<file path="src/rtl/enemy_bullet_hit.sv">
// Enemy bullet pool: per-frame sequential move, bounds cull and player hit test,
// one slot per cycle, with a single shot pulse reported at the end of each frame.
module enemy_bullet_hit #(
    parameter int unsigned NUM   = 8,
    parameter int unsigned HIT_R = 8
) (
    input  logic       clk_22,
    input  logic       rst,
    input  logic       gamestart,
    input  logic       frame_tick,
    input  logic [9:0] reimu_x,
    input  logic [9:0] reimu_y,
    input  logic       reimuE,
    input  logic       spawn_valid,
    input  logic [9:0] spawn_x,
    input  logic [9:0] spawn_y,
    input  logic [3:0] spawn_dx,
    input  logic [3:0] spawn_dy,
    output logic       spawn_ready,
    output logic       shot,
    output logic [4:0] active_count,
    output logic       busy
);

    localparam int unsigned IDX_W = $clog2(NUM);
    localparam int unsigned POS_W = 10;
    localparam int unsigned VEL_W = 4;
    localparam int unsigned CNT_W = 5;

    typedef enum logic [1:0] {IDLE, SCAN, REPORT} state_t;

    state_t             state_q, state_d;
    logic [IDX_W-1:0]   idx_q, idx_d;
    logic [NUM-1:0]     valid_q, valid_d;
    logic [POS_W-1:0]   x_q [NUM];
    logic [POS_W-1:0]   x_d [NUM];
    logic [POS_W-1:0]   y_q [NUM];
    logic [POS_W-1:0]   y_d [NUM];
    logic [VEL_W-1:0]   dx_q [NUM];
    logic [VEL_W-1:0]   dx_d [NUM];
    logic [VEL_W-1:0]   dy_q [NUM];
    logic [VEL_W-1:0]   dy_d [NUM];
    logic               hit_q, hit_d;
    logic               shot_q, shot_d;
    logic               busy_q, busy_d;
    logic               ready_q, ready_d;
    logic [CNT_W-1:0]   cnt_q, cnt_d;

    logic [IDX_W-1:0]   free_idx;
    logic signed [10:0] nx, ny;
    logic signed [11:0] ddx, ddy;
    logic [11:0]        adx, ady;
    logic               oob, hit_now;

    // Next-state: IDLE accepts spawns/ticks, SCAN updates one slot per cycle.
    always_comb begin
        state_d = state_q;
        idx_d   = idx_q;
        valid_d = valid_q;
        x_d     = x_q;
        y_d     = y_q;
        dx_d    = dx_q;
        dy_d    = dy_q;
        hit_d   = hit_q;
        shot_d  = 1'b0;
        hit_now = 1'b0;

        free_idx = '0;
        for (int i = NUM - 1; i >= 0; i--) begin
            if (!valid_q[i]) free_idx = IDX_W'(i);
        end

        nx  = $signed({1'b0, x_q[idx_q]}) + $signed({{7{dx_q[idx_q][3]}}, dx_q[idx_q]});
        ny  = $signed({1'b0, y_q[idx_q]}) + $signed({{7{dy_q[idx_q][3]}}, dy_q[idx_q]});
        oob = (nx < 11'sd0) || (nx > 11'sd639) || (ny < 11'sd0) || (ny > 11'sd479);
        ddx = $signed({2'b00, nx[9:0]}) - $signed({2'b00, reimu_x});
        ddy = $signed({2'b00, ny[9:0]}) - $signed({2'b00, reimu_y});
        adx = ddx[11] ? 12'(-ddx) : 12'(ddx);
        ady = ddy[11] ? 12'(-ddy) : 12'(ddy);

        case (state_q)
            IDLE: begin
                if (spawn_valid && ready_q) begin
                    valid_d[free_idx] = 1'b1;
                    x_d[free_idx]     = spawn_x;
                    y_d[free_idx]     = spawn_y;
                    dx_d[free_idx]    = spawn_dx;
                    dy_d[free_idx]    = spawn_dy;
                end
                if (frame_tick) begin
                    state_d = SCAN;
                    idx_d   = '0;
                end
            end
            SCAN: begin
                if (valid_q[idx_q]) begin
                    if (oob) begin
                        valid_d[idx_q] = 1'b0;
                    end else begin
                        x_d[idx_q] = nx[9:0];
                        y_d[idx_q] = ny[9:0];
                        hit_now = reimuE && (adx < 12'(HIT_R)) && (ady < 12'(HIT_R));
                        if (hit_now) valid_d[idx_q] = 1'b0;
                    end
                end
                hit_d = hit_q | hit_now;
                if (idx_q == IDX_W'(NUM - 1)) begin
                    state_d = REPORT;
                    shot_d  = hit_d;
                end else begin
                    idx_d = IDX_W'(idx_q + 1'b1);
                end
            end
            REPORT: begin
                state_d = IDLE;
                hit_d   = 1'b0;
            end
            default: state_d = IDLE;
        endcase

        if (gamestart) begin
            state_d = IDLE;
            idx_d   = '0;
            valid_d = '0;
            hit_d   = 1'b0;
            shot_d  = 1'b0;
        end

        cnt_d = '0;
        for (int i = 0; i < NUM; i++) begin
            cnt_d = cnt_d + CNT_W'(valid_d[i]);
        end
        busy_d  = (state_d != IDLE);
        ready_d = (state_d == IDLE) && !(&valid_d);
    end

    always_ff @(posedge clk_22 or posedge rst) begin
        if (rst) begin
            state_q <= IDLE;
            idx_q   <= '0;
            valid_q <= '0;
            hit_q   <= 1'b0;
            shot_q  <= 1'b0;
            busy_q  <= 1'b0;
            ready_q <= 1'b1;
            cnt_q   <= '0;
            for (int i = 0; i < NUM; i++) begin
                x_q[i]  <= '0;
                y_q[i]  <= '0;
                dx_q[i] <= '0;
                dy_q[i] <= '0;
            end
        end else begin
            state_q <= state_d;
            idx_q   <= idx_d;
            valid_q <= valid_d;
            hit_q   <= hit_d;
            shot_q  <= shot_d;
            busy_q  <= busy_d;
            ready_q <= ready_d;
            cnt_q   <= cnt_d;
            for (int i = 0; i < NUM; i++) begin
                x_q[i]  <= x_d[i];
                y_q[i]  <= y_d[i];
                dx_q[i] <= dx_d[i];
                dy_q[i] <= dy_d[i];
            end
        end
    end

    assign spawn_ready  = ready_q;
    assign shot         = shot_q;
    assign active_count = cnt_q;
    assign busy         = busy_q;

endmodule
</file>
<file path="config.mk">
export PLATFORM = sky130hd
export DESIGN_NAME = enemy_bullet_hit
export DESIGN_NICKNAME = d
export VERILOG_FILES = /design/src/rtl/enemy_bullet_hit.sv
export SDC_FILE = /design/constraint.sdc
export NUM_CORES = 1
export LEC_CHECK = 0
export BUFFER_PORTS_ARGS = -buffer_cell sky130_fd_sc_hd__buf_2
export CAP_MARGIN = 20
export CORE_ASPECT_RATIO = 0.7
export CORE_MARGIN = 1
export CORE_UTILIZATION = 30
export DETAILED_ROUTE_END_ITERATION = 10
export PLACE_DENSITY = 0.46
export SYNTH_ARGS = -nofsm -noshare
export SYNTH_HDL_FRONTEND = slang
export SYNTH_SLANG_ARGS = --single-unit
export TNS_END_PERCENT = 20
</file>
<file path="constraint.sdc">
create_clock -name clk_22 -period 10.1 [get_ports clk_22]
set_input_delay 0 -clock clk_22 [delete_from_list [all_inputs] [get_ports clk_22]]
set_output_delay 0 -clock clk_22 [all_outputs]
set_load 0.01 [all_outputs]
</file>
==> summary.txt <==
CTS
  • Root Driver: clkbuf_16
  • Post-CTS Setup Inserts: 0
  • Worst-Skew Late Latency: 0.56 ns
  • Clock sinks: 245
  • Clock-pin slew on the worst setup and hold paths: 0.07 ns
  • Clock Path Buffers: 3
  • CTS tree: built
  • CTS buffer count: 26
  • H-Tree Depth: 1

Die
  • DIE AREA: 50400 um2
  • Die height: 188 um
  • DIE WIDTH: 268 um
  • Standard-cell rows: 67
  • Core Area: 48400 um2
  • IO Pins: 62
  • Initial Utilization: 0.307

GRT
  • Total GRT Usage: 0.217
  • Initial antenna violation count: 0
  • Global route overflow: 0
  • Largest net degree at the start of global routing: 128
  • Global-route wire length before repair: 82200 um
  • Vias in the first global route: 12400

Critical path
  • Worst setup SP type: flop
  • Reg2reg setup slack: 0.69 ns
  • Critical Path Start: idx_q[1]
  • Worst EP required: 10.55 ns
  • Endpoint of the worst-slack reg-to-reg timing path: active_count[1]
  • Top delay family on crit path: adder cells
  • CP Depth: 29
  • Critical R2R Launch: idx_q[1]
  • Worst Path Max Fanout: 21
  • Buf/Inv on CP: 6
  • Worst setup endpoint: active_count[1]
  • Crit. End Element: flop
  • CP most frequent cell: inv_1
  • Critical path class: flop to flop
  • FF-to-FF path depth: 29
  • WP data arrival: 9.85 ns
  • CP max stage delay: 0.91 ns
  • CP max-delay cell: and3_1

Power
  • Power per Cell Area: 270 nW/um2
  • Leak Pwr: 7.74 nW
  • Internal: 2.58 mW
  • Switching power total: 2.02 mW
  • Sw Share: 0.439
  • Clock power share: 0.224
  • Comb power frac: 0.533
  • Worst vdd ir: 148 uV
  • Reg power frac: 0.243

Drt
  • Post-route ant nets: 0
  • Drt initial violations: 1110
  • Total number of vias: 12300
  • Via-per-instance ratio: 5.78
  • Pre-Repair DR Iteration Count: 5
  • Post-Route WL: 54700 um
  • Drc violations: 0
  • WL/cell: 25.7 um

Layout
  • Layout cells sized above 1: 0.251
  • Ant. Diodes: 0
  • Final #Nets: 1567
  • Synth-to-layout area growth: 14.7%
  • Layout Cells excl Fill: 2133
  • Fillers: 4926

Logic synthesis
  • Number of flops mapped to enable cells by yosys: 0
  • Sequential cell area fraction in the yosys report: 0.413
  • Top area cells in the synthesized netlist: dfrtp_1, mux2_2, a22oi_1
  • #FFs+latches synth: 245
  • Simple-Gate Fraction of Synth Area: 0.0898
  • Distinct cells, synth: 88
  • Main synth FF type: dfrtp_1
  • Largest family of logic cells by synthesized area: compound AO/OA/AOI/OAI gates
  • Netlist Area Pre-Place: 14900 um2
  • Xor/xnor cell area share of the yosys netlist: 0.0174
  • Adder-cell area share of the yosys netlist: 0.0502
  • Syn_nets: 1506
  • Post-Syn Instances: 1398
  • Mux contribution to synthesized area: 0.168
  • Most frequent cell after synthesis: dfrtp_1
  • Synth warn: 0
  • Yosys top cell by area: dfrtp_1
  • Avg Inst Size Synth: 10.6 um2
  • Ys async rst share: 1.00
  • Complex-gate fraction of the synthesized area: 0.210
  • Area share of the largest cell type after synthesis: 0.411
  • Top cells by count, synth: dfrtp_1, o22ai_1, mux2_2

Placed design
  • # port buffers: 60
  • Placed cell count: 2056
  • DP Wirelength: 34400 um
  • GP Congestion: 0.871

Timing
  • Hold Fails Final Rpt: 0
  • Final Cycle Share: 0.931
  • Max-slew headroom at the worst pin: 0.254
  • Setup TNS: 0 ns
  • Least-Margin Pin Slew: 1.12 ns
  • Worst Skew: 0.0108 ns
  • Min cycle time layout: 9.41 ns
  • Unrepaired setup endpoints after global routing: no
  • Final setup vio count: 0
  • FMAX: 106 MHz
  • Max-slew violations: 0

Outcome
  • Status: finished, final reports clean

Min path
  • Hold Path Class: primary input to flop

Run
  • Maxcap violations: 0
==> power by group through the flow <==
stage / clock, mW / sequential (mW) / combinational, mW
final: 1.03 / 1.12 / 2.45
after global routing: 1.09 / 1.12 / 2.70
after detailed placement: 0 / 1.13 / 2.41
after floorplan: 0 / 1.11 / 1.79
after CTS: 1.05 / 1.11 / 2.43
after global placement: 0 / 1.13 / 2.40
==> worst min-delay path: cells and delay by family <==
kind                   cells  cell delay, ns
AOI/OAI and AO/OA          1            0.15
buffers and inverters      1            0.10
muxes                      1            0.14
and+or+nand+nor            1            0.17
==> cells in the final DEF (no fill, tap or decap), types with 7 or more instances in the layout <==
cell type | synthesis | layout
mux2_4 | 42 | 42
o21a_1 | 11 | 11
buf_2 | 9 | 60
o22ai_1 | 143 | 143
dlygate4sd3_1 | 0 | 29
o21bai_1 | 8 | 7
nand2_1 | 84 | 84
and2_1 | 10 | 10
inv_1 | 65 | 64
ha_1 | 46 | 46
mux2_1 | 20 | 20
nand4_1 | 29 | 29
clkbuf_16 | 0 | 27
fa_1 | 8 | 8
a21oi_1 | 32 | 32
xnor2_1 | 14 | 14
or3_1 | 8 | 8
o2bb2ai_1 | 19 | 19
xor2_1 | 8 | 8
nor2_1 | 43 | 37
a21o_1 | 17 | 17
dfrtp_1 | 244 | 244
or2_2 | 10 | 10
buf_4 | 10 | 37
a31oi_1 | 9 | 9
o21ai_0 | 17 | 17
mux2_2 | 140 | 140
and3_1 | 10 | 10
o21ai_1 | 11 | 11
nor2b_1 | 14 | 11
a22oi_1 | 127 | 127
nand3_1 | 13 | 12
nor3_1 | 11 | 10
==> cell families (layout without fill, tap and decap cells) <==
logic type | Yosys count | after routing
AO/OA/AOI/OAI | 444 | 444
XOR/XNOR | 26 | 26
adder cells (fa/ha/maj) | 55 | 55
buffers and inverters | 163 | 243
flip-flops | 245 | 245
multiplexers | 207 | 207
other | 1 | 1
AND/OR/NAND/NOR | 257 | 257
==> metrics by stage <==
step	power [mW]	cell area (um2)	util	hold WS, ns	setup WS, ns
floorplan	2.90	14900	-	0.0781	2.13
global placement	3.53	15800	0.327	0.282	0.807
detailed placement	3.54	15800	0.327	0.276	0.808
CTS	4.60	17000	0.352	0.00682	0.788
global route	4.91	17000	0.352	0.0674	0.0322
finish	4.60	17000	0.352	0.0411	0.693
==> how the worst min path moves through the flow <==
| stage | start | to | cells after the start |
|---|---|---|---|
| 5_1_grt | spawn_x[2] | x_q[62] | 4 |
| 2_1_floorplan | gamestart | state_q[0] | 1 |
| 3_5_place_dp | rst | active_count[0] | 2 |
| 6_report | spawn_x[0] | x_q[60] | 4 |
| 3_3_place_gp | rst | busy | 2 |
| 4_1_cts | spawn_x[2] | x_q[62] | 4 |
==> timing repair <==
| action | CTS | global route |
|---|---|---|
| hold buffers | 29 | 0 |
| gates resized for setup | 0 | 0 |
| endpoints found under the setup margin | 0 | 0 |
| endpoints found under the hold margin | 222 | 0 |
==> routing by layer <==
metal  vias up  wire length (um)  GRT usage  share of wire
met1      6328             27100      0.331           0.49
met4         0              1020     0.0415          0.019
met5         -                 0          0              0
met2       493             23000      0.317           0.42
li1       5428                 -          -              -
met3        74              3680     0.0391          0.067
==> cell type report <==
| class | count | area, um2 | share of cell area |
|---|---|---|---|
| Multi-Input combinational cell | 990 | 8020 | 0.471 |
| Sequential cell | 245 | 6130 | 0.360 |
| Timing Repair Buffer | 128 | 907 | 0.0533 |
| Tap cell | 655 | 820 | 0.0481 |
| Clock buffer | 37 | 763 | 0.0448 |
| Inverter | 68 | 263 | 0.0154 |
| Clock inverter | 10 | 134 | 0.00786 |
==> flip-flops by register name, summed over array words and instances, names as in the netlist <==
register	cells
valid_q	8
shot	1
busy	1
active_count	4
y_q	80
hit_q	1
x_q	80
dy_q	32
spawn_ready	1
state_q	2
dx_q	32
idx_q	3
Note: power is estimated with default switching activity, not from simulation.
